File: config.mk
export PLATFORM = sky130hd
export DESIGN_NAME = pulse_frequency_meter
export DESIGN_NICKNAME = d
export VERILOG_FILES = /design/src/rtl/pulse_frequency_meter_pkg.sv /design/src/rtl/pulse_frequency_meter_sync.sv /design/src/rtl/pulse_frequency_meter.sv
export SDC_FILE = /design/constraint.sdc
export NUM_CORES = 1
export LEC_CHECK = 0
export ABC_CLOCK_PERIOD_IN_PS = 4300
export CORE_MARGIN = 3
export CORE_UTILIZATION = 55
export DETAILED_ROUTE_END_ITERATION = 6
export PLACE_DENSITY = 0.78
export SLEW_MARGIN = 10
export SYNTH_ARGS = -nofsm -noshare
export SYNTH_HDL_FRONTEND = slang
export SYNTH_SLANG_ARGS = --single-unit
File: constraint.sdc
create_clock -name clock -period 4.3 [get_ports clock]
set_clock_uncertainty 0.1 [all_clocks]
set_input_delay 0.86 -clock clock [delete_from_list [all_inputs] [get_ports clock]]
set_output_delay 0.86 -clock clock [all_outputs]
set_load 0.05 [all_outputs]
File: src/rtl/pulse_frequency_meter_pkg.sv
// Shared definitions for the pixel period meter: state encoding, accumulator width,
// period classes and the band-bound / saturating-add helpers.
package pulse_frequency_meter_pkg;

    localparam int unsigned AccWidth = 32;

    typedef logic [AccWidth-1:0] acc_t;

    localparam logic [1:0] StIdle    = 2'd0;
    localparam logic [1:0] StArm     = 2'd1;
    localparam logic [1:0] StMeasure = 2'd2;

    typedef enum logic [1:0] {
        ClsF0      = 2'd0,
        ClsF1      = 2'd1,
        ClsUnknown = 2'd2
    } period_class_e;

    // Period bound in clocks for a frequency band; upper selects the long (slow) edge.
    function automatic int unsigned band_bound(input int unsigned clk_hz,
                                               input int unsigned freq_hz,
                                               input int unsigned dev_hz,
                                               input logic        upper);
        return upper ? clk_hz / (freq_hz - dev_hz) : clk_hz / (freq_hz + dev_hz);
    endfunction

    function automatic acc_t sat_add(input acc_t a, input acc_t b);
        logic [AccWidth:0] sum;
        sum = {1'b0, a} + {1'b0, b};
        return sum[AccWidth] ? '1 : sum[AccWidth-1:0];
    endfunction

endpackage

File: src/rtl/pulse_frequency_meter_sync.sv
// Two-flop synchronizer followed by a registered single-cycle rising-edge pulse.
module signal_edge_synchronizer (
    input  logic clock,
    input  logic resetn,
    input  logic data_i,
    output logic rise_o
);

    logic meta_q;
    logic sync_q;
    logic prev_q;
    logic rise_q;

    always_ff @(posedge clock or negedge resetn) begin
        if (!resetn) begin
            meta_q <= 1'b0;
            sync_q <= 1'b0;
            prev_q <= 1'b0;
            rise_q <= 1'b0;
        end else begin
            meta_q <= data_i;
            sync_q <= meta_q;
            prev_q <= sync_q;
            rise_q <= sync_q & ~prev_q;
        end
    end

    assign rise_o = rise_q;

endmodule

File: src/rtl/pulse_frequency_meter.sv
// Measures periods between rising edges of one pixel's sample stream, classifies each
// against two frequency bands and accumulates period lengths into saturating registers.
module pulse_frequency_meter
    import pulse_frequency_meter_pkg::*;
#(
    parameter int unsigned CLOCK_FREQUENCY      = 100000000,
    parameter int unsigned FREQUENCY0           = 7500,
    parameter int unsigned FREQUENCY1           = 10000,
    parameter int unsigned FREQUENCY0_DEVIATION = 30,
    parameter int unsigned FREQUENCY1_DEVIATION = 30
) (
    input  logic                clock,
    input  logic                resetn,
    input  logic                sample_data,
    input  logic                enable,
    input  logic                clear,
    output logic [AccWidth-1:0] f0_value,
    output logic [AccWidth-1:0] f1_value,
    output logic [AccWidth-1:0] unknown,
    output logic                period_valid,
    output logic [AccWidth-1:0] last_period
);

    localparam acc_t P0Min = acc_t'(band_bound(CLOCK_FREQUENCY, FREQUENCY0,
                                               FREQUENCY0_DEVIATION, 1'b0));
    localparam acc_t P0Max = acc_t'(band_bound(CLOCK_FREQUENCY, FREQUENCY0,
                                               FREQUENCY0_DEVIATION, 1'b1));
    localparam acc_t P1Min = acc_t'(band_bound(CLOCK_FREQUENCY, FREQUENCY1,
                                               FREQUENCY1_DEVIATION, 1'b0));
    localparam acc_t P1Max = acc_t'(band_bound(CLOCK_FREQUENCY, FREQUENCY1,
                                               FREQUENCY1_DEVIATION, 1'b1));
    localparam acc_t TimeoutCycles = acc_t'(32'd2 * ((P0Max > P1Max) ? P0Max : P1Max));

    logic          rise;
    logic [1:0]    state_q, state_d;
    acc_t          cnt_q, cnt_d;
    acc_t          f0_q, f0_d;
    acc_t          f1_q, f1_d;
    acc_t          unk_q, unk_d;
    acc_t          last_q, last_d;
    logic          valid_q, valid_d;
    period_class_e cls;

    signal_edge_synchronizer u_sync (
        .clock  (clock),
        .resetn (resetn),
        .data_i (sample_data),
        .rise_o (rise)
    );

    // F0 is tested first so it wins if the two bands overlap.
    always_comb begin
        if (cnt_q >= P0Min && cnt_q <= P0Max) begin
            cls = ClsF0;
        end else if (cnt_q >= P1Min && cnt_q <= P1Max) begin
            cls = ClsF1;
        end else begin
            cls = ClsUnknown;
        end
    end

    always_comb begin
        state_d = state_q;
        cnt_d   = cnt_q;
        f0_d    = f0_q;
        f1_d    = f1_q;
        unk_d   = unk_q;
        last_d  = last_q;
        valid_d = 1'b0;
        if (!clear) begin
            state_d = StIdle;
            cnt_d   = '0;
            f0_d    = '0;
            f1_d    = '0;
            unk_d   = '0;
            last_d  = '0;
        end else if (!enable) begin
            // Partial period is dropped; accumulators keep their totals.
            state_d = StIdle;
            cnt_d   = '0;
        end else begin
            unique case (state_q)
                StIdle: state_d = StArm;
                StArm: begin
                    if (rise) begin
                        state_d = StMeasure;
                        cnt_d   = acc_t'(1);
                    end
                end
                StMeasure: begin
                    if (rise) begin
                        unique case (cls)
                            ClsF0:   f0_d  = sat_add(f0_q, cnt_q);
                            ClsF1:   f1_d  = sat_add(f1_q, cnt_q);
                            default: unk_d = sat_add(unk_q, cnt_q);
                        endcase
                        last_d  = cnt_q;
                        valid_d = 1'b1;
                        cnt_d   = acc_t'(1);
                    end else if (cnt_q >= TimeoutCycles) begin
                        unk_d   = sat_add(unk_q, TimeoutCycles);
                        last_d  = TimeoutCycles;
                        valid_d = 1'b1;
                        cnt_d   = '0;
                        state_d = StArm;
                    end else begin
                        cnt_d = sat_add(cnt_q, acc_t'(1));
                    end
                end
                default: state_d = StIdle;
            endcase
        end
    end

    always_ff @(posedge clock or negedge resetn) begin
        if (!resetn) begin
            state_q <= StIdle;
            cnt_q   <= '0;
            f0_q    <= '0;
            f1_q    <= '0;
            unk_q   <= '0;
            last_q  <= '0;
            valid_q <= 1'b0;
        end else begin
            state_q <= state_d;
            cnt_q   <= cnt_d;
            f0_q    <= f0_d;
            f1_q    <= f1_d;
            unk_q   <= unk_d;
            last_q  <= last_d;
            valid_q <= valid_d;
        end
    end

    assign f0_value     = f0_q;
    assign f1_value     = f1_q;
    assign unknown      = unk_q;
    assign last_period  = last_q;
    assign period_valid = valid_q;

endmodule

==> results.sh, run 1 <==
export IMPL_ys_flop_type="dfrtp_1"
export IMPL_track_usage=0.328
export IMPL_grt_pass1_wl_um=64500
export IMPL_synth_top_area_frac=0.330
export IMPL_synth_top_area_cell="dfrtp_1"
export IMPL_run_status="complete, no violations"
export IMPL_routed_wl_um=41100
export IMPL_drv_cap=0
export IMPL_finalPower_mw=4.41
export IMPL_startpoint_type="flip-flop"
export IMPL_dr_first_iter_drc_count=1283
export IMPL_vias=13000
export IMPL_clk_path_buf_depth=2
export IMPL_crit_start="cnt_q[0]"
export IMPL_die_w_um=158
export IMPL_final_cell_mix="189 x nand2_1, 167 x dfrtp_1, 165 x o21ai_0, 145 x a21oi_1, 131 x clkdlybuf4s50_1"
export IMPL_gp_congestion=0.978
export IMPL_cts_tree="yes"
export IMPL_crit_type="reg2reg"
export IMPL_cts_resized=0
export IMPL_async_flop_share=1.00
export IMPL_synth_edf_count=0
export IMPL_crit_path_end_kind="flip-flop"
export IMPL_rows=54
export IMPL_fin_crit_sh=0.877
export IMPL_worst_slew_pin_slew_ns=0.874
export IMPL_syn_inst=1561
export IMPL_clk_latency_ns=0.44
export IMPL_fill_cells=1828
export IMPL_layout_cells_non_filler=1976
export IMPL_cts_max_level=4
export IMPL_grt_ovfl_total=0
export IMPL_drive_gt1_frac=0.0590
export IMPL_clkTransAtPathRegs_ns=0.08
export IMPL_slew_violations=0
export IMPL_crit_required_ns=4.49
export IMPL_ir_drop_mv=0.236
export IMPL_grt_pass1_vias=12100
export IMPL_worst_slew_margin_rel=0.417
export IMPL_synth_area_um2=12700
export IMPL_cts_made_buffers=17
export IMPL_core_um2=22200
export IMPL_drc_errors=0
export IMPL_yosys_top_cells_area="dfrtp_1 33%, ha_1 10%, o21ai_0 6.5%"
export IMPL_period_minus_slack_ns=3.77
export IMPL_avgSynthCellArea_um2=8.11
export IMPL_placedCellCount=1943
export IMPL_finalCoreUtilization=0.676
export IMPL_nets=1793
export IMPL_ant_nets=0
export IMPL_powerDensity_nw_per_um2=294
export IMPL_fmax_ghz=0.265
export IMPL_fin_area_um2=15000
export IMPL_yosysSeqAreaShare=0.330
export IMPL_dr_pass1_iters=6
export IMPL_ys_ff_latch=167
export IMPL_hold_buffers=0
export IMPL_placedInstanceArea_um2=14400
export IMPL_hold_violations=0
export IMPL_min_from="u_sync.meta_q"
export IMPL_ys_warn_count=0
export IMPL_clock_sinks=167
export IMPL_antenna_found_initial=0
export IMPL_rsz0062_at_grt="false"
export IMPL_syn_nets=1672
export IMPL_portBuffers=133
export IMPL_start_util=0.569
export IMPL_fp_dieH_um=158
export IMPL_via_per_inst=6.58
export IMPL_reg2reg_from="cnt_q[0]"
export IMPL_worstHoldPathType="reg2reg"
export IMPL_grt_max_degree=94
export IMPL_post_cts_buffers=0
export IMPL_clock_root_buffer="clkbuf_16"
export IMPL_dp_hpwl_um=28900
export IMPL_setup_viol=0
export IMPL_ioPinCount=134
export IMPL_syn2layout_area_growth_pct=18.7
export IMPL_final_setup_tns_ns=0
export IMPL_path_max_fanout=9
export IMPL_cp_data_arrival_time_ns=3.96
export IMPL_layout_commonest_cell="nand2_1"
export IMPL_dieArea_um2=24900
export IMPL_power_leakage_nw=6.69
export IMPL_synthDistinctLibCells=82
export IMPL_post_drt_wl_per_cell_um=20.8
==> state kept, by name, summed over array words and instances (netlist names) <==
name           flops
u_sync.rise_o      1
f1_value          32
state_q            2
cnt_q             32
last_period       32
u_sync.meta_q      1
f0_value          32
u_sync.prev_q      1
period_valid       1
u_sync.sync_q      1
unknown           32
==> through the flow <==
stage	hold slack, ns	setup slack, ns
global placement	0.235	0.728
floorplan	0.231	0.903
CTS	0.247	0.583
global route	0.253	0.347
detailed placement	0.235	0.591
finish	0.253	0.527
==> report_power, final <==
group	switching [mW]	internal (mW)	leakage, nW	total [mW]
Clock	0.812	0.798	0.297	1.61
Sequential	0.124	1.65	2.27	1.77
Combinational	0.692	0.340	4.12	1.03
Total	1.63	2.78	6.69	4.41
==> metal layers <==
metal | vias to the layer above | part of all wire | global-route usage
met4 | 0 | 0.052 | 0.161
li1 | 5995 | - | -
met2 | 729 | 0.43 | 0.504
met5 | - | 0 | 0
met1 | 6132 | 0.42 | 0.444
met3 | 149 | 0.099 | 0.0659
==> kinds of logic after synthesis <==
logic type	after synthesis	synth area share
compound gates	584	0.284
xor+xnor	75	0.0519
fa+ha+maj	106	0.107
buf+inv	126	0.0409
flops	167	0.330
mux	5	0.00405
simple gates	498	0.182
==> worst paths after layout <==
path | endpoint | slack [ns] | cells after the start
min in group asynchronous | unknown[13] | 0.40 | 1
hold / removal | u_sync.sync_q | 0.25 | 0
hold reg to reg | u_sync.sync_q | 0.25 | 0
setup reg to reg | unknown[16] | 0.53 | 11
max in group asynchronous | f1_value[22] | 2.84 | 2
setup / recovery | unknown[16] | 0.53 | 11
==> cell usage after synthesis, drive strengths merged, types with 13 or more instances <==
| library cell | number |
|---|---|
| o31ai | 13 |
| and2 | 21 |
| a221oi | 20 |
| buf | 23 |
| a21o | 34 |
| o21a | 15 |
| inv | 50 |
| clkbuf | 53 |
| a211oi | 24 |
| a31oi | 37 |
| xor2 | 40 |
| a21oi | 146 |
| nor3 | 33 |
| o21ai | 212 |
| and3 | 19 |
| ha | 103 |
| nor2 | 122 |
| nand3 | 29 |
| nor4 | 15 |
| o21bai | 17 |
| dfrtp | 167 |
| nand2 | 189 |
| nand4 | 21 |
| xnor2 | 35 |
==> layout make-up <==
cell class | instances | area, um2 | area share
antenna | 1 | 2.50 | 0.000167
clock inverter | 15 | 195 | 0.0130
multi-input combinational | 1268 | 8000 | 0.533
timing repair buffer | 178 | 1680 | 0.112
inverter | 50 | 188 | 0.0125
clock buffer | 17 | 425 | 0.0283
tap | 280 | 350 | 0.0233
sequential | 167 | 4180 | 0.278
==> worst max-delay path, stage by stage, from the launching register on <==
cell and delay [ns]:
dfrtp_1 0.52, ha_1 0.29, fa_1 0.44, a211oi_1 0.32, o21ai_1 0.14, a21oi_1 0.30, nor4b_1 0.12, a211oi_2 0.33
o2111ai_1 0.30, or2_0 0.49, nor2_1 0.21, a211oi_1 0.07
Note: power is estimated with default switching activity, not from simulation.
==> inputs of run 2 (changes only) <==
--- a/config.mk
+++ b/config.mk
@@ -8,6 +8,7 @@
 export ABC_CLOCK_PERIOD_IN_PS = 4300
 export CORE_MARGIN = 3
 export CORE_UTILIZATION = 55
+export CTS_BUF_LIST = sky130_fd_sc_hd__clkbuf_4 sky130_fd_sc_hd__clkbuf_8
 export DETAILED_ROUTE_END_ITERATION = 6
 export PLACE_DENSITY = 0.78
 export SLEW_MARGIN = 10
==> results.sh, run 2 (synthesized netlist as in run 1, its figures left out) <==
export IMPL_vias=12900
export IMPL_rsz0062_at_grt="false"
export IMPL_clkTransAtPathRegs_ns=0.11
export IMPL_start_util=0.569
export IMPL_routed_wl_um=40900
export IMPL_cts_max_level=4
export IMPL_hold_violations=0
export IMPL_cts_resized=0
export IMPL_hold_ws_ns=0.262
export IMPL_ioPinCount=134
export IMPL_dr_first_iter_drc_count=1292
export IMPL_powerDensity_nw_per_um2=272
export IMPL_switchingPower_mw=1.59
export IMPL_worst_slew_margin_rel=0.418
export IMPL_rows=54
export IMPL_clk_path_buf_depth=2
export IMPL_drc_errors=0
export IMPL_p_int_mw=2.44
export IMPL_dp_hpwl_um=28900
export IMPL_ir_drop_mv=0.178
export IMPL_power_frac_seq=0.439
export IMPL_crit_path_end_kind="flip-flop"
export IMPL_fmax_ghz=0.266
export IMPL_nets=1793
export IMPL_grt_ovfl_total=0
export IMPL_crit_type="reg2reg"
export IMPL_cts_made_buffers=17
export IMPL_ant_nets=0
export IMPL_drive_gt1_frac=0.0590
export IMPL_clk_latency_ns=0.49
export IMPL_cts_tree="yes"
export IMPL_portBuffers=133
export IMPL_worst_slew_pin_slew_ns=0.873
export IMPL_p_sw_frac=0.395
export IMPL_crit_required_ns=4.53
export IMPL_dr_pass1_iters=6
export IMPL_finalPower_mw=4.03
export IMPL_antenna_found_initial=0
export IMPL_post_cts_buffers=0
export IMPL_slew_violations=0
export IMPL_r2r_slack_ns=0.54
export IMPL_grt_pass1_vias=12000
export IMPL_startpoint_type="flip-flop"
export IMPL_fin_crit_sh=0.875
export IMPL_via_per_inst=6.55
export IMPL_clock_sinks=167
export IMPL_core_um2=22200
export IMPL_period_minus_slack_ns=3.76
export IMPL_timing_final_ws_setup_ns=0.539
export IMPL_grt_max_degree=94
export IMPL_die_w_um=158
export IMPL_final_cell_mix="189 x nand2_1, 167 x dfrtp_1, 165 x o21ai_0, 145 x a21oi_1, 131 x clkdlybuf4s50_1"
export IMPL_worstHoldPathType="reg2reg"
export IMPL_fp_dieH_um=158
export IMPL_run_status="complete, no violations"
export IMPL_syn2layout_area_growth_pct=17.1
export IMPL_grt_pass1_wl_um=64100
export IMPL_gp_congestion=0.978
export IMPL_hold_buffers=0
export IMPL_combPwrFrac=0.256
export IMPL_drv_cap=0
export IMPL_power_leakage_nw=6.60
export IMPL_pre_cts_ws_ns=0.591
export IMPL_clock_root_buffer="clkbuf_8"
export IMPL_setup_viol=0
export IMPL_post_drt_wl_per_cell_um=20.7
export IMPL_path_max_fanout=14
export IMPL_antenna_diode_count=0
export IMPL_dieArea_um2=24900
export IMPL_cp_data_arrival_time_ns=3.99
export IMPL_final_setup_tns_ns=0
export IMPL_track_usage=0.327
export IMPL_clockPowerShare=0.305
export IMPL_layout_commonest_cell="nand2_1"
run 2: cell types whose count changed in the layout (fill, tap and decap cells not counted):
cell / delta
diode_2: -1
clkbuf_16: -17
clkbuf_8: +17
run 2: power by group through the flow:
stage | clock network (mW) | logic, mW | registers (mW)
floorplan | 0 | 0.432 | 2.03
global placement | 0 | 1.00 | 1.80
detailed placement | 0 | 1.02 | 1.80
CTS | 1.24 | 1.02 | 1.77
global route | 1.31 | 1.11 | 1.78
finish | 1.23 | 1.03 | 1.77
run 2: worst paths after layout:
path,start,end,depth (start not counted)
worst max-delay path,cnt_q[6],f0_value[27],10
worst min-delay path,u_sync.meta_q,u_sync.sync_q,0
worst max register to register,cnt_q[6],f0_value[27],10
worst min register to register,u_sync.meta_q,u_sync.sync_q,0
max in group asynchronous,resetn,f1_value[22],2
min in group asynchronous,resetn,unknown[13],1
run 2: critical path: stages (launching register included):
cell and delay [ns]:
dfrtp_1 0.80, ha_1 0.42, a211oi_1 0.24, o211ai_1 0.16, and4_1 0.27, o41ai_1 0.58, o22a_1 0.28, o21bai_1 0.10
a221o_1 0.40, xnor2_1 0.16, a31oi_1 0.10
run 2: metal layers:
| metal | up-vias | track usage | routed length (um) |
|---|---|---|---|
| met3 | 142 | 0.0566 | 4060 |
| met4 | 0 | 0.157 | 1990 |
| li1 | 6001 | - | - |
| met2 | 723 | 0.500 | 17700 |
| met1 | 6062 | 0.452 | 17100 |
| met5 | - | 0 | 0 |
run 2: area by class of cell:
cell class | instances | area, um2
inverters | 50 | 188
multi-input cells | 1268 | 8000
clock inverters | 15 | 195
fillers | 1859 | 7410
repair buffers | 178 | 1680
clock buffers | 17 | 234
well taps | 280 | 350
flip-flops and latches | 167 | 4180
run 2: metrics by stage:
| stage | instance area, um2 | instances | utilization |
|---|---|---|---|
| finish | 14800 | 1975 | 0.667 |
| global route | 14800 | 1975 | 0.667 |
| CTS | 14800 | 1975 | 0.667 |
| detailed placement | 14400 | 1943 | 0.648 |
| global placement | 14400 | 1943 | 0.648 |
| floorplan | 12700 | 1561 | - |
